--- src/rtl/projection_matrix_gen.sv ---
// Sequential 4x4 perspective projection matrix generator. One shared restoring divider
// produces m11, m22, m33 and m34 in turn; the packed matrix is published atomically.
module projection_matrix_gen #(
    parameter int unsigned DW    = 16,
    parameter int unsigned FRAC  = 5,
    parameter int unsigned DIV_W = 2 * DW + 2 * FRAC
) (
    input  logic             clk,
    input  logic             rst_n,
    input  logic             start,
    input  logic [DW-1:0]    width_px,
    input  logic [DW-1:0]    height_px,
    input  logic [DW-1:0]    tan_half,
    input  logic [DW-1:0]    z_near,
    input  logic [DW-1:0]    z_far,
    output logic             busy,
    output logic             done,
    output logic             err,
    output logic             mtrx_valid,
    output logic [16*DW-1:0] proj_mtrx
);

    localparam int unsigned CW = $clog2(DIV_W);
    localparam int unsigned PW = 2 * DW;
    localparam logic [CW-1:0]    CntLast = CW'(DIV_W - 1);
    localparam logic [DIV_W-1:0] PosMax  = DIV_W'((1 << (DW - 1)) - 1);
    localparam logic [DIV_W-1:0] NegMag  = DIV_W'(1 << (DW - 1));
    localparam logic [DW-1:0]    SatPos  = {1'b0, {(DW - 1){1'b1}}};
    localparam logic [DW-1:0]    SatNeg  = {1'b1, {(DW - 1){1'b0}}};
    localparam logic [DW-1:0]    OneFix  = DW'(1 << FRAC);

    typedef enum logic [1:0] {StIdle, StCheck, StDiv, StCommit} state_e;

    state_e             state_q, state_d;
    logic [DW-1:0]      wid_q, wid_d, hgt_q, hgt_d, tan_q, tan_d;
    logic [DW-1:0]      znear_q, znear_d, zfar_q, zfar_d;
    logic [1:0]         k_q, k_d;
    logic [CW-1:0]      cnt_q, cnt_d;
    logic [DIV_W-1:0]   rem_q, rem_d, quo_q, quo_d, den_q, den_d;
    logic [DW-1:0]      m11_q, m11_d, m22_q, m22_d, m33_q, m33_d, m34_q, m34_d;
    logic               busy_q, busy_d, done_q, done_d, err_q, err_d, valid_q, valid_d;
    logic [16*DW-1:0]   mtrx_q, mtrx_d;

    logic [1:0]         op_sel;
    logic [DW-1:0]      mul_a, mul_b, zdiff;
    logic [PW-1:0]      prod;
    logic [DIV_W-1:0]   op_num, op_den;
    logic [DIV_W:0]     rem_sh, diff;
    logic               ge;
    logic [DIV_W-1:0]   rem_nx, quo_nx;
    logic [DW-1:0]      q_pos, q_neg;
    logic [16*DW-1:0]   mtrx_pack;
    logic               reject;

    // Operands for the division about to be loaded: k0 from CHECK, otherwise k+1.
    always_comb begin
        op_sel = (state_q == StCheck) ? 2'd0 : k_q + 2'd1;
        mul_a  = (op_sel == 2'd0) ? wid_q : zfar_q;
        mul_b  = (op_sel == 2'd0) ? tan_q : znear_q;
        prod   = PW'(mul_a) * PW'(mul_b);
        zdiff  = zfar_q - znear_q;
        op_num = '0;
        op_den = '0;
        unique case (op_sel)
            2'd0: begin
                op_num = DIV_W'(hgt_q) << (2 * FRAC);
                op_den = DIV_W'(prod);
            end
            2'd1: begin
                op_num = DIV_W'(1) << (2 * FRAC);
                op_den = DIV_W'(tan_q);
            end
            2'd2: begin
                op_num = DIV_W'(zfar_q) << FRAC;
                op_den = DIV_W'(zdiff);
            end
            2'd3: begin
                op_num = DIV_W'(prod) << FRAC;
                op_den = DIV_W'(zdiff);
            end
        endcase
    end

    // One restoring step; the borrow bit of diff doubles as the compare result.
    always_comb begin
        rem_sh = {rem_q, quo_q[DIV_W-1]};
        diff   = rem_sh - {1'b0, den_q};
        ge     = ~diff[DIV_W];
        rem_nx = ge ? diff[DIV_W-1:0] : rem_sh[DIV_W-1:0];
        quo_nx = {quo_q[DIV_W-2:0], ge};
        q_pos  = (quo_nx > PosMax) ? SatPos : quo_nx[DW-1:0];
        q_neg  = (quo_nx >= NegMag) ? SatNeg : DW'(0) - quo_nx[DW-1:0];
    end

    always_comb begin
        mtrx_pack = '0;
        mtrx_pack[15*DW +: DW] = m11_q;
        mtrx_pack[10*DW +: DW] = m22_q;
        mtrx_pack[5*DW +: DW]  = m33_q;
        mtrx_pack[4*DW +: DW]  = m34_q;
        mtrx_pack[1*DW +: DW]  = OneFix;
    end

    assign reject = (tan_q == '0) || (wid_q == '0) || (zfar_q <= znear_q);

    always_comb begin
        state_d = state_q;
        wid_d   = wid_q;
        hgt_d   = hgt_q;
        tan_d   = tan_q;
        znear_d = znear_q;
        zfar_d  = zfar_q;
        k_d     = k_q;
        cnt_d   = cnt_q;
        rem_d   = rem_q;
        quo_d   = quo_q;
        den_d   = den_q;
        m11_d   = m11_q;
        m22_d   = m22_q;
        m33_d   = m33_q;
        m34_d   = m34_q;
        busy_d  = busy_q;
        done_d  = 1'b0;
        err_d   = 1'b0;
        valid_d = valid_q;
        mtrx_d  = mtrx_q;
        unique case (state_q)
            StIdle: begin
                if (start) begin
                    wid_d   = width_px;
                    hgt_d   = height_px;
                    tan_d   = tan_half;
                    znear_d = z_near;
                    zfar_d  = z_far;
                    busy_d  = 1'b1;
                    state_d = StCheck;
                end
            end
            StCheck: begin
                if (reject) begin
                    done_d  = 1'b1;
                    err_d   = 1'b1;
                    busy_d  = 1'b0;
                    state_d = StIdle;
                end else begin
                    k_d     = 2'd0;
                    cnt_d   = '0;
                    rem_d   = '0;
                    quo_d   = op_num;
                    den_d   = op_den;
                    state_d = StDiv;
                end
            end
            StDiv: begin
                rem_d = rem_nx;
                quo_d = quo_nx;
                cnt_d = cnt_q + CW'(1);
                if (cnt_q == CntLast) begin
                    unique case (k_q)
                        2'd0: m11_d = q_pos;
                        2'd1: m22_d = q_pos;
                        2'd2: m33_d = q_pos;
                        2'd3: m34_d = q_neg;
                    endcase
                    if (k_q == 2'd3) begin
                        state_d = StCommit;
                    end else begin
                        k_d   = k_q + 2'd1;
                        cnt_d = '0;
                        rem_d = '0;
                        quo_d = op_num;
                        den_d = op_den;
                    end
                end
            end
            StCommit: begin
                mtrx_d  = mtrx_pack;
                valid_d = 1'b1;
                busy_d  = 1'b0;
                done_d  = 1'b1;
                state_d = StIdle;
            end
            default: state_d = StIdle;
        endcase
    end

    always_ff @(posedge clk or negedge rst_n) begin
        if (!rst_n) begin
            state_q <= StIdle;
            wid_q   <= '0;
            hgt_q   <= '0;
            tan_q   <= '0;
            znear_q <= '0;
            zfar_q  <= '0;
            k_q     <= '0;
            cnt_q   <= '0;
            rem_q   <= '0;
            quo_q   <= '0;
            den_q   <= '0;
            m11_q   <= '0;
            m22_q   <= '0;
            m33_q   <= '0;
            m34_q   <= '0;
            busy_q  <= 1'b0;
            done_q  <= 1'b0;
            err_q   <= 1'b0;
            valid_q <= 1'b0;
            mtrx_q  <= '0;
        end else begin
            state_q <= state_d;
            wid_q   <= wid_d;
            hgt_q   <= hgt_d;
            tan_q   <= tan_d;
            znear_q <= znear_d;
            zfar_q  <= zfar_d;
            k_q     <= k_d;
            cnt_q   <= cnt_d;
            rem_q   <= rem_d;
            quo_q   <= quo_d;
            den_q   <= den_d;
            m11_q   <= m11_d;
            m22_q   <= m22_d;
            m33_q   <= m33_d;
            m34_q   <= m34_d;
            busy_q  <= busy_d;
            done_q  <= done_d;
            err_q   <= err_d;
            valid_q <= valid_d;
            mtrx_q  <= mtrx_d;
        end
    end

    assign busy       = busy_q;
    assign done       = done_q;
    assign err        = err_q;
    assign mtrx_valid = valid_q;
    assign proj_mtrx  = mtrx_q;

endmodule
--- config.mk ---
export PLATFORM = sky130hd
export DESIGN_NAME = projection_matrix_gen
export DESIGN_NICKNAME = d
export VERILOG_FILES = /design/src/rtl/projection_matrix_gen.sv
export SDC_FILE = /design/constraint.sdc
export NUM_CORES = 1
export LEC_CHECK = 0
export CAP_MARGIN = 20
export CORE_ASPECT_RATIO = 0.7
export CORE_UTILIZATION = 60
export DETAILED_ROUTE_END_ITERATION = 12
export PLACE_DENSITY = 0.9
export SLEW_MARGIN = 20
export SYNTH_ARGS = -nofsm -noshare
export SYNTH_HDL_FRONTEND = slang
export SYNTH_SLANG_ARGS = --single-unit
--- constraint.sdc ---
create_clock -name clk -period 17.4 [get_ports clk]
set_input_delay 3.48 -clock clk [delete_from_list [all_inputs] [get_ports clk]]
set_output_delay 3.48 -clock clk [all_outputs]
set_load 0.01 [all_outputs]
==> impl_results.md <==
- Status: complete, no violations
- Initial antenna violation count: 0
- Main combinational cell family by area after synthesis: adder cells
- Layout Cells excl Fill: 3590
- Port buffer count: about 150
- Post-synth ARST share: 1.00
- Clk slew on worst S/H paths: 60 ps
- Dpl hpwl: 61600 um
- Synth Area in XOR/XNOR: 0.0301
- CP endpoint kind: flop
- Clk sinks: 338
- I/O pin total: about 340
- Multiplexer share of the synthesized area: 0.0744
- Cell count after synthesis: 2856
- Period utilization: 0.569
- Main synth FF type: dfrtp_1
- Slew @ Worst Pin: 1150 ps
- Setup Buffers After CTS: 0
- Fin nets: between 3000 and 4000
- Fin. Hold Viols: 0
- Detailed router's first-iteration violation count: 2808
- EDFF count, synth: 0
- DRT Pass-1 Iters: 10
- Fmax: just over 100 MHz
- Cell mode on critical path: inv_1
- Max Root-Sink Buffers: 3
- Worst-skew pair later-pin latency: 570 ps
- Max stage delay on crit path: 1020 ps
- Fin. max-slew vios: 0
- FILL cells: 3292
- RSZ-0062 raised after global routing: false
- Max H-tree Level: 2
- Syn Area/Cell: 9.37 sq um
- CTS-repair resized insts: 0
- Full die area: 45500 sq um
- Synth Area in Simple Gates: 0.120
- Most frequent cells in the layout: dfrtp_1, nand2_1, inv_1
- # diodes: 0
- Worst setup SP type: flop
- Num CTS Buffers: 34
- DR WL/cell: 22.8 um
- Final Setup Violations: 0
- Detail Route met3 WL: 9210 um
- Gp weighted congestion: around 1
- CTS Root Cell: clkbuf_16
- First-pass GRT wire length: around 120000 um
- Drt total wl: 81800 um
- P&R area growth vs syn: 10.1%
- Overflow after GRT: 0
- Drt drc: 0
- Gr usage total: 0.363
- Slowest cell on crit path: mux2i_2
- Max FO, Critical Path: 57
- Critical path class: flop to flop
- Largest net degree at the start of global routing: 105
- Clock skew: 25.1 ps
- Share of post-route cells with drive strength above 1: 0.0858
- Post-DR vias/cell: 6.06
- CP arrival: around 10000 ps
- Netlist cell types: between 70 and 80
- Vias in the first global route: 21500
- R2r setup slk: 7500 ps
- Largest delay contributor family on the critical path: adder cells
- Placed insts: between 3000 and 4000
- CP Buf/Inv Count: 7
- Sequential cell area fraction in the yosys report: 0.316
- Worst hold path type: flop to flop
- Met2 WL: 36400 um
- Routed Antenna Nets: 0
- Die W: 254 um
- CTS tree: built
- Synth Warn #: 0
- # Max-Cap Violations: 0
- Post-synthesis adder-cell area fraction: 0.221
- Most common cell after layout, fill and taps aside: dfrtp_1
- Setup TNS: 0 ps
- Required time of the critical path: 17810 ps
- Max transition margin: 0.221
- Top layer in use: met4
- Flops & latches, synth: 338
- Vias: 21800
- Cell area after synthesis: 26800 sq um
- FP Rows: 64
- Cts hold-fix bufs: 0
- Min cycle time layout: 9900 ps
- Compound-Gate Fraction of Synth Area: 0.123
- Routed length on met1: 33300 um
- Initial Util: 0.610
- Chip Height: 179 um
- Core area: approximately 44000 sq um
cell usage after synthesis, types with 25 or more instances:
library cell | number | area, sq um
nor2_1 | 250 | 938
buf_4 | 198 | 1490
inv_1 | 313 | 1170
mux2_2 | 128 | 1440
a21o_1 | 37 | 278
dfrtp_1 | 338 | 8460
nand2_1 | 327 | 1230
xnor2_1 | 61 | 534
o21ai_0 | 135 | 676
clkbuf_1 | 97 | 364
a22oi_1 | 25 | 188
mux2i_1 | 55 | 551
ha_1 | 159 | 1990
nor3_1 | 27 | 135
fa_1 | 196 | 3920
a21oi_1 | 148 | 741
xor2_1 | 31 | 272
worst paths after layout:
path,startpoint,end,depth (start not counted)
worst max-delay path,k_q[0],quo_q[35],28
worst min-delay path,den_q[29],den_q[29],2
worst max register to register,k_q[0],quo_q[35],28
worst min register to register,den_q[29],den_q[29],2
max in group asynchronous,rst_n,quo_q[32],4
min in group asynchronous,rst_n,proj_mtrx[249],1
registers in the layout (all words and copies together) (netlist names), 32 cells and up, named ones only:
register,count
quo_q,42
den_q,32
proj_mtrx,65
rem_q,42
worst reg2reg max path: cells and delay by family (launching register included):
kind | cells | cell delay [ps]
buffers and inverters | 7 | 1350
muxes | 1 | 1070
xor gates and xnor gates | 1 | 240
adders and majority gates | 8 | 3830
DFF | 1 | 340
AOI/OAI and AO/OA | 7 | 2240
and+or+nand+nor | 4 | 660
through the flow:
step,setup slack (ps),util,instance area [sq um],hold slack (ps)
after global placement,8150,0.643,28200,467
after global routing,7150,0.672,29500,522
after floorplan,9030,-,27500,445
after detailed placement,7810,0.643,28200,479
final,7500,0.672,29500,492
after CTS,7780,0.670,29400,495
logic make-up (layout without fill, tap and decap cells):
kind of cell,count (synthesis),after routing
flops,338,338
mux,183,183
buf+inv,621,571
other cells,1,191
fa+ha+maj,355,355
compound gates,521,521
xor+xnor,92,92
simple gates,745,745
routing by layer:
metal	track usage	vias up
met2	0.552	1302
met5	0	-
met1	0.508	10900
met4	0.122	0
li1	-	9360
met3	0.0938	224
area by class of cell:
class                           count  area (sq um)  share of cell area
Tap cell                          594           743              0.0252
Clock inverter                     11           254             0.00862
Clock buffer                       50           951              0.0323
Multi-Input combinational cell   2087         16000               0.543
Sequential cell                   338          8460               0.287
Inverter                          314          1180              0.0400
Timing Repair Buffer              196          1870              0.0635
Power is not shown: default switching activity piles up to over one toggle a cycle in this logic, so the estimate is an artifact.
